--- src/rtl/run_host.sv ---
// Host-side run controller: streams a load window into data memory, launches the core via
// a req/done handshake with timeout, then drains a result window to an output stream.
module run_host #(
   parameter int DW       = 8,
   parameter int AW       = 8,
   parameter int LD_BASE  = 0,
   parameter int LD_LEN   = 32,
   parameter int RES_BASE = 64,
   parameter int RES_LEN  = 32,
   parameter int TMO_W    = 16
) (
   input  logic          clk,
   input  logic          reset,
   input  logic          start,
   input  logic          ld_valid,
   input  logic [DW-1:0] ld_data,
   output logic          ld_ready,
   output logic          core_reset,
   output logic          req,
   input  logic          done,
   output logic          mem_sel,
   output logic          mem_wr_en,
   output logic [AW-1:0] mem_addr,
   output logic [DW-1:0] mem_wdata,
   input  logic [DW-1:0] mem_rdata,
   output logic          out_valid,
   output logic [DW-1:0] out_data,
   input  logic          out_ready,
   output logic          busy,
   output logic          fin,
   output logic          err
);

   localparam int IW = 32;
   localparam logic [IW-1:0] LD_LAST  = IW'(LD_LEN - 1);
   localparam logic [IW-1:0] RES_LAST = IW'(RES_LEN - 1);

   typedef enum logic [2:0] {
      S_IDLE, S_LOAD, S_REQ, S_WAIT, S_DRAIN, S_FIN
   } state_t;

   state_t           state, state_n;
   logic [IW-1:0]    idx, idx_n;
   logic [TMO_W-1:0] tmo, tmo_n;
   logic             err_n;

   always_ff @(posedge clk) begin
      if (!reset) begin
         state <= S_IDLE;
         idx   <= '0;
         tmo   <= '0;
         err   <= 1'b0;
      end else begin
         state <= state_n;
         idx   <= idx_n;
         tmo   <= tmo_n;
         err   <= err_n;
      end
   end

   always_comb begin
      state_n    = state;
      idx_n      = idx;
      tmo_n      = tmo;
      err_n      = err;
      core_reset = 1'b1;
      mem_sel    = 1'b1;
      req        = 1'b0;
      ld_ready   = 1'b0;
      mem_wr_en  = 1'b0;
      mem_addr   = '0;
      mem_wdata  = '0;
      out_valid  = 1'b0;
      out_data   = '0;
      fin        = 1'b0;
      busy       = (state != S_IDLE);
      case (state)
         S_IDLE: begin
            if (start) begin
               err_n   = 1'b0;
               idx_n   = '0;
               state_n = (LD_LEN == 0) ? S_REQ : S_LOAD;
            end
         end
         S_LOAD: begin
            ld_ready  = 1'b1;
            mem_addr  = AW'(LD_BASE + idx);
            mem_wdata = ld_data;
            mem_wr_en = ld_valid;
            if (ld_valid) begin
               if (idx == LD_LAST) begin
                  idx_n   = '0;
                  state_n = S_REQ;
               end else begin
                  idx_n = idx + 1;
               end
            end
         end
         S_REQ: begin
            core_reset = 1'b0;
            mem_sel    = 1'b0;
            req        = 1'b1;
            tmo_n      = '0;
            state_n    = S_WAIT;
         end
         S_WAIT: begin
            core_reset = 1'b0;
            mem_sel    = 1'b0;
            tmo_n      = tmo + 1'b1;
            // done on the expiry cycle still counts as success
            if (done) begin
               state_n = (RES_LEN == 0) ? S_FIN : S_DRAIN;
            end else if (tmo == '1) begin
               err_n   = 1'b1;
               state_n = S_IDLE;
            end
         end
         S_DRAIN: begin
            core_reset = 1'b0;
            mem_addr   = AW'(RES_BASE + idx);
            out_valid  = 1'b1;
            out_data   = mem_rdata;
            if (out_ready) begin
               if (idx == RES_LAST) begin
                  idx_n   = '0;
                  state_n = S_FIN;
               end else begin
                  idx_n = idx + 1;
               end
            end
         end
         S_FIN: begin
            fin     = 1'b1;
            state_n = S_IDLE;
         end
         default: state_n = S_IDLE;
      endcase
   end

endmodule

--- config.mk ---
export PLATFORM = sky130hd
export DESIGN_NAME = run_host
export DESIGN_NICKNAME = d
export VERILOG_FILES = /design/src/rtl/run_host.sv
export SDC_FILE = /design/constraint.sdc
export NUM_CORES = 1
export LEC_CHECK = 0
export BUFFER_PORTS_ARGS = -buffer_cell sky130_fd_sc_hd__buf_2
export CORE_MARGIN = 3
export CORE_UTILIZATION = 30
export DETAILED_ROUTE_END_ITERATION = 12
export PLACE_DENSITY = 0.49
export SLEW_MARGIN = 40
export SYNTH_ARGS = -nofsm -noshare
export SYNTH_HDL_FRONTEND = slang
export SYNTH_SLANG_ARGS = --single-unit
--- constraint.sdc ---
create_clock -name clk -period 3.37 [get_ports clk]
set_clock_uncertainty 0.05 [all_clocks]
set_input_delay 0.5055 -clock clk [delete_from_list [all_inputs] [get_ports clk]]
set_output_delay 0.5055 -clock clk [all_outputs]
set_load 0.01 [all_outputs]
[Word-level counts from Yosys, hierarchy flattened]
Index checks and enable logic that the tools add are counted.
Operators by class
  add/subtract/negate cells: 3
  reduce and logical (&&, ||, !) cells: 10
  equality and inequality tests: 15
  multiplexer cells: 28
Operators by type and width (count)
  32-bit 2-to-1 mux: 4
  32-bit one-hot mux with 3 select lines: 1
  32-bit by 1-bit adder with 32-bit output (second input constant): 1
  32-bit by 5-bit == test with 1-bit output (second input constant): 1
  16-bit one-hot mux with 2 select lines: 1
  3-bit 2-to-1 mux: 7
  16-bit by 1-bit adder with 16-bit output (second input constant): 1
  16-bit == test (second input constant): 1
  8-bit 2-to-1 mux: 2
  8-bit one-hot mux with 2 select lines: 1
  3-bit one-hot mux with 5 select lines: 1
  2-bit != test (second input constant): 7
  1-bit 2-to-1 mux: 10
  7-bit by 8-bit adder with 8-bit output (first input constant): 1
  4-bit AND reduction: 2
  3-bit by 2-bit == test with 1-bit output (second input constant): 2
  3-bit == test (second input constant): 2
  6-bit AND reduction: 1
  3-bit nonzero test: 2
  2-bit nonzero test: 2
  3-bit by 1-bit == test with 1-bit output (second input constant): 1
  3-bit logical NOT: 1
  3-bit != test (second input constant): 1
  3-bit OR reduction: 1
  2 further kinds: 2
Word-level totals
  register bits after elaboration: 52
  logic and storage cells: 60
  input bits: 22
  output and inout bits: 33

[Logic depth before layout (Yosys ltp)]
  depth after elaboration: 4
  mapped depth: 8
  gate-level depth less buffers: 7

[Worst setup path before layout]
OpenSTA, ideal clock, no wires.
  path kind: register to output
  start point: reg state[1]
  end point: out out_data[0]
  required time: 2.814 ns
  arrival time: 1.447 ns
  path buffers: 2
  path slack: 1.368 ns
  cell stages (with the launch flop): 5
  path through: dfxtp_1 -> buf_2 -> nor3b_1 -> clkbuf_1 -> and2_1
On the way
  word-level cells in the longest chain between the ends: 2
RTL lines
  start: declaration: RTL line 42  | state_t state, state_n;
  start signal: assignment: RTL line 54  | state <= state_n;
  3-bit == test: RTL line 77  | case (state)
  8-bit 2-to-1 mux: RTL line 77
  end: declaration: RTL line 27  | output logic [DW-1:0] out_data,
Every way passes these cells.

[Final worst setup path]
  start point: reg state[0]
  end point: out mem_addr[3]
On the way
  word-level cells in the longest chain between the ends: 2
  elaborated cells between the ends (all ways): 3
  classes of those cells: 2 x eq/ne; 1 x mux
RTL lines
  3-bit == test / 3-bit by 1-bit == test with 1-bit output (equally long branches): RTL line 77
  8-bit one-hot mux with 2 select lines *: RTL line 77
  end: declaration: RTL line 23  | output logic [AW-1:0] mem_addr,
Every way passes the cells marked *; elsewhere a longest branch is shown, timed or not.

==> key figures <==
Status
  • Status: finished clean

Routing
  • Routed len/inst: 13.2 microns
  • Via/cell ratio: 4.82
  • Top Metal Used: met4
  • Met2 Routed Length: 3390 microns
  • First-pass DRT Iterations: 4
  • Drt total wl: 7170 microns
  • Starting DRC count in detailed routing: 65
  • Met3 wire length: 204 microns
  • M1 WL: 3550 microns
  • Antenna Nets Post-Route: 0
  • Via count: 2621
  • Drc violations: 0

Worst setup path
  • Arrival @ worst endpoint: 2.26 ns
  • CP bufs+invs: 3
  • Max stage delay cell, worst path: dfxtp_1
  • Ordered list of cells on the worst path: inv_1 -> nor3_1 -> buf_4 -> nor2_1 -> nor2b_1 -> buf_2
  • Startpoint types: flop
  • Type of the worst setup path: reg2out
  • CP endpoint kind: output pin
  • CP top delay family: flip-flops
  • Slowest cell delay on critical path: 0.76 ns
  • CP Max Fanout: 19
  • Worst path required time: 2.81 ns

Pwr
  • VDD IR-drop max: 0.000193 V
  • Logic pwr share: 26.6%
  • Internal Power: 0.000999 W
  • Sw Share: 33.6%
  • Net switching power: 0.000505 W
  • Leak: 1.25 nW
  • Overall Power: 0.00150 W
  • Flop pwr share: 44.9%
  • Pwr Density: 441 nW/um^2
  • Clk pwr share: 28.5%

Timing
  • Fin crit share: 83.5%
  • Final setup fails: 0
  • Setup TNS: 0 ns
  • Worst slew pin tran: 0.689 ns
  • Fmax achieved: 356 MHz
  • Min Tclk post-route: 2.81 ns
  • RSZ-0062 raised after global routing: no
  • Pins over their slew limit: 0
  • Max_slew headroom: 53.8%
  • Setup WS post-layout: 0.558 ns
  • Final Hold Viols: 0

Floorplan
  • Full die area: 10900 sq um
  • Total core area: 9330 sq um
  • IO Pins: 55
  • Starting Density: 31.1%
  • Chip Height: 104 microns
  • Die width: 104 microns
  • Site row count: 35

Logic synthesis
  • Syn Area/Cell: 7.94 sq um
  • Ys async rst share: 0%
  • Unique cell type count in the Yosys netlist: 45
  • Ys Warns: 0
  • EDFF count, synth: 0
  • Most used DFF post-synth: dfxtp_1
  • Syn Nets: 391
  • Synthesized cell area: 2900 sq um
  • Post-Syn Instances: 365
  • Register area share after synthesis: 35.9%
  • Yosys reg bits: 52

Placed design
  • Placer Congestion: 0.777
  • HPWL Detailed: 5150 microns
  • IO buf count: 54
  • Area after DPL: 3290 sq um
  • Pre-CTS setup slack: 0.863 ns

Clock network
  • Clock transition at the registers of the reported paths: 0.09 ns
  • Clock Latency Late Sink: 0.30 ns
  • Num CTS Buffers: 5
  • Hold_buf cts: 0
  • H-tree lvl count: 2
  • Post-cts sizing count: 0
  • CTS Buffer Depth: 2
  • Root buffer cell: clkbuf_8
  • Clock sink count: 52
  • Postcts setup bufs: 0
  • CTS tree: done

Layout
  • Design area: 3410 sq um
  • Share of cells above drive strength 1: 17.6%
  • Reg area: 1040 sq um
  • Final nets: 440
  • Ant. Diodes: 0
  • Syn-to-layout area delta: 17.6%
  • Fillers: 1018
  • Multi-input gate area: 1740 sq um

Global routing
  • GRT Resource Usage Total: 13.2%
  • Largest net degree at the start of global routing: 29
  • First-pass GRT wire length: 12100 microns
  • Initial antenna violation count: 0
  • Remaining Overflow, GRT: 0
  • Number of global-route vias before repair: 2478

Worst hold path
  • HP Class: reg2reg

Flow run
  • Max-Cap Viols: 0
==> cell type report <==
type / count / share of cell area, %
multi-input combinational: 286 / 51.2
inverter: 9 / 0.992
clock inverter: 3 / 1.25
tap: 129 / 4.74
sequential: 52 / 30.6
clock buffer: 5 / 2.02
timing repair buffer: 60 / 9.25
==> path summary, 6_finish.rpt <==
| path | slack [ns] | from | end | cells after the start |
|---|---|---|---|---|
| hold / removal | 0.44 | tmo[1]$_SDFFE_PN0N_ | tmo[1]$_SDFFE_PN0N_ | 2 |
| hold reg to reg | 0.44 | tmo[1]$_SDFFE_PN0N_ | tmo[1]$_SDFFE_PN0N_ | 2 |
| setup reg to reg | 1.03 | state[0]$_SDFFE_PN0P_ | idx[28]$_SDFFE_PN0P_ | 5 |
| setup / recovery | 0.56 | state[0]$_SDFFE_PN0P_ | mem_addr[3] | 6 |
==> logic make-up after synthesis <==
group                      synth area share (%)
DFF                                        35.9
AOI/OAI and AO/OA                          8.25
adders and majority gates                  1.73
and+or+nand+nor                            38.4
buffers and inverters                      4.06
muxes                                      1.04
xor gates and xnor gates                   10.6
==> metal layers <==
metal	GRT usage, %	up-vias
li1	-	1373
met1	18.0	1217
met2	21.7	29
met3	2.48	2
met4	2.66	0
met5	0	-
==> layout by cell type (no fill, tap or decap), types with 2 or more instances in the layout <==
| cell | instances |
|---|---|
| and4_1 | 5 |
| dfxtp_1 | 52 |
| a31oi_1 | 2 |
| xnor2_1 | 22 |
| nand4b_1 | 4 |
| nand4_1 | 19 |
| and2_1 | 20 |
| nor3_1 | 12 |
| nand2_1 | 30 |
| xor2_1 | 13 |
| nor3b_1 | 3 |
| a21oi_1 | 6 |
| nor2b_1 | 13 |
| buf_4 | 6 |
| nand4bb_1 | 2 |
| nor4_1 | 14 |
| ha_1 | 4 |
| mux2i_1 | 3 |
| and3_1 | 10 |
| o22ai_1 | 3 |
| inv_1 | 8 |
| clkbuf_8 | 5 |
| a21boi_0 | 6 |
| a22oi_1 | 2 |
| nor2_1 | 50 |
| nand3_1 | 19 |
| buf_2 | 54 |
| o31ai_1 | 2 |
| o21ai_0 | 7 |
| or3_1 | 2 |
==> metrics by stage <==
stage                     utilization [%]  instances  hold WS [ns]
after global routing                 36.5        544         0.478
final                                36.5        544         0.438
after detailed placement             35.3        536         0.429
after floorplan                         -        365         0.403
after global placement               35.3        536         0.416
after CTS                            36.5        544         0.443
==> state kept, by name, summed over array words and instances (netlist names) <==
| register | count |
|---|---|
| idx | 32 |
| tmo | 16 |
| state | 3 |
| err | 1 |
==> power groups by stage <==
| stage | sequential, W | clock (W) | combinational [W] |
|---|---|---|---|
| 6_report | 0.000675 | 0.000429 | 0.000399 |
| 3_5_place_dp | 0.000691 | 0 | 0.000403 |
| 2_1_floorplan | 0.000650 | 0 | 0.000310 |
| 3_3_place_gp | 0.000688 | 0 | 0.000402 |
| 4_1_cts | 0.000676 | 0.000449 | 0.000405 |
| 5_1_grt | 0.000682 | 0.000468 | 0.000451 |
==> cell usage after synthesis (all sizes together), types with 6 or more instances <==
cell    number  area [sq um]
nand3       19          95.1
buf          7          42.5
nor3        13          70.1
nor2        50           188
inv          8          30.0
xor2        13           114
xnor2       22           193
o21ai        9          48.8
and3        10          62.6
dfxtp       52          1040
and2        20           125
nor4        14          87.6
a21boi       6          45.0
nand4       19           119
clkbuf      11          41.3
a21oi        6          30.0
nor2b       13          81.3
nand2       30           113
==> tightest hold or removal path, stage by stage (launching register included) <==
cell,delay (ns)
dfxtp_1,0.33
nand2_1,0.05
a21boi_0,0.06
(Power assumes the default switching activity.)
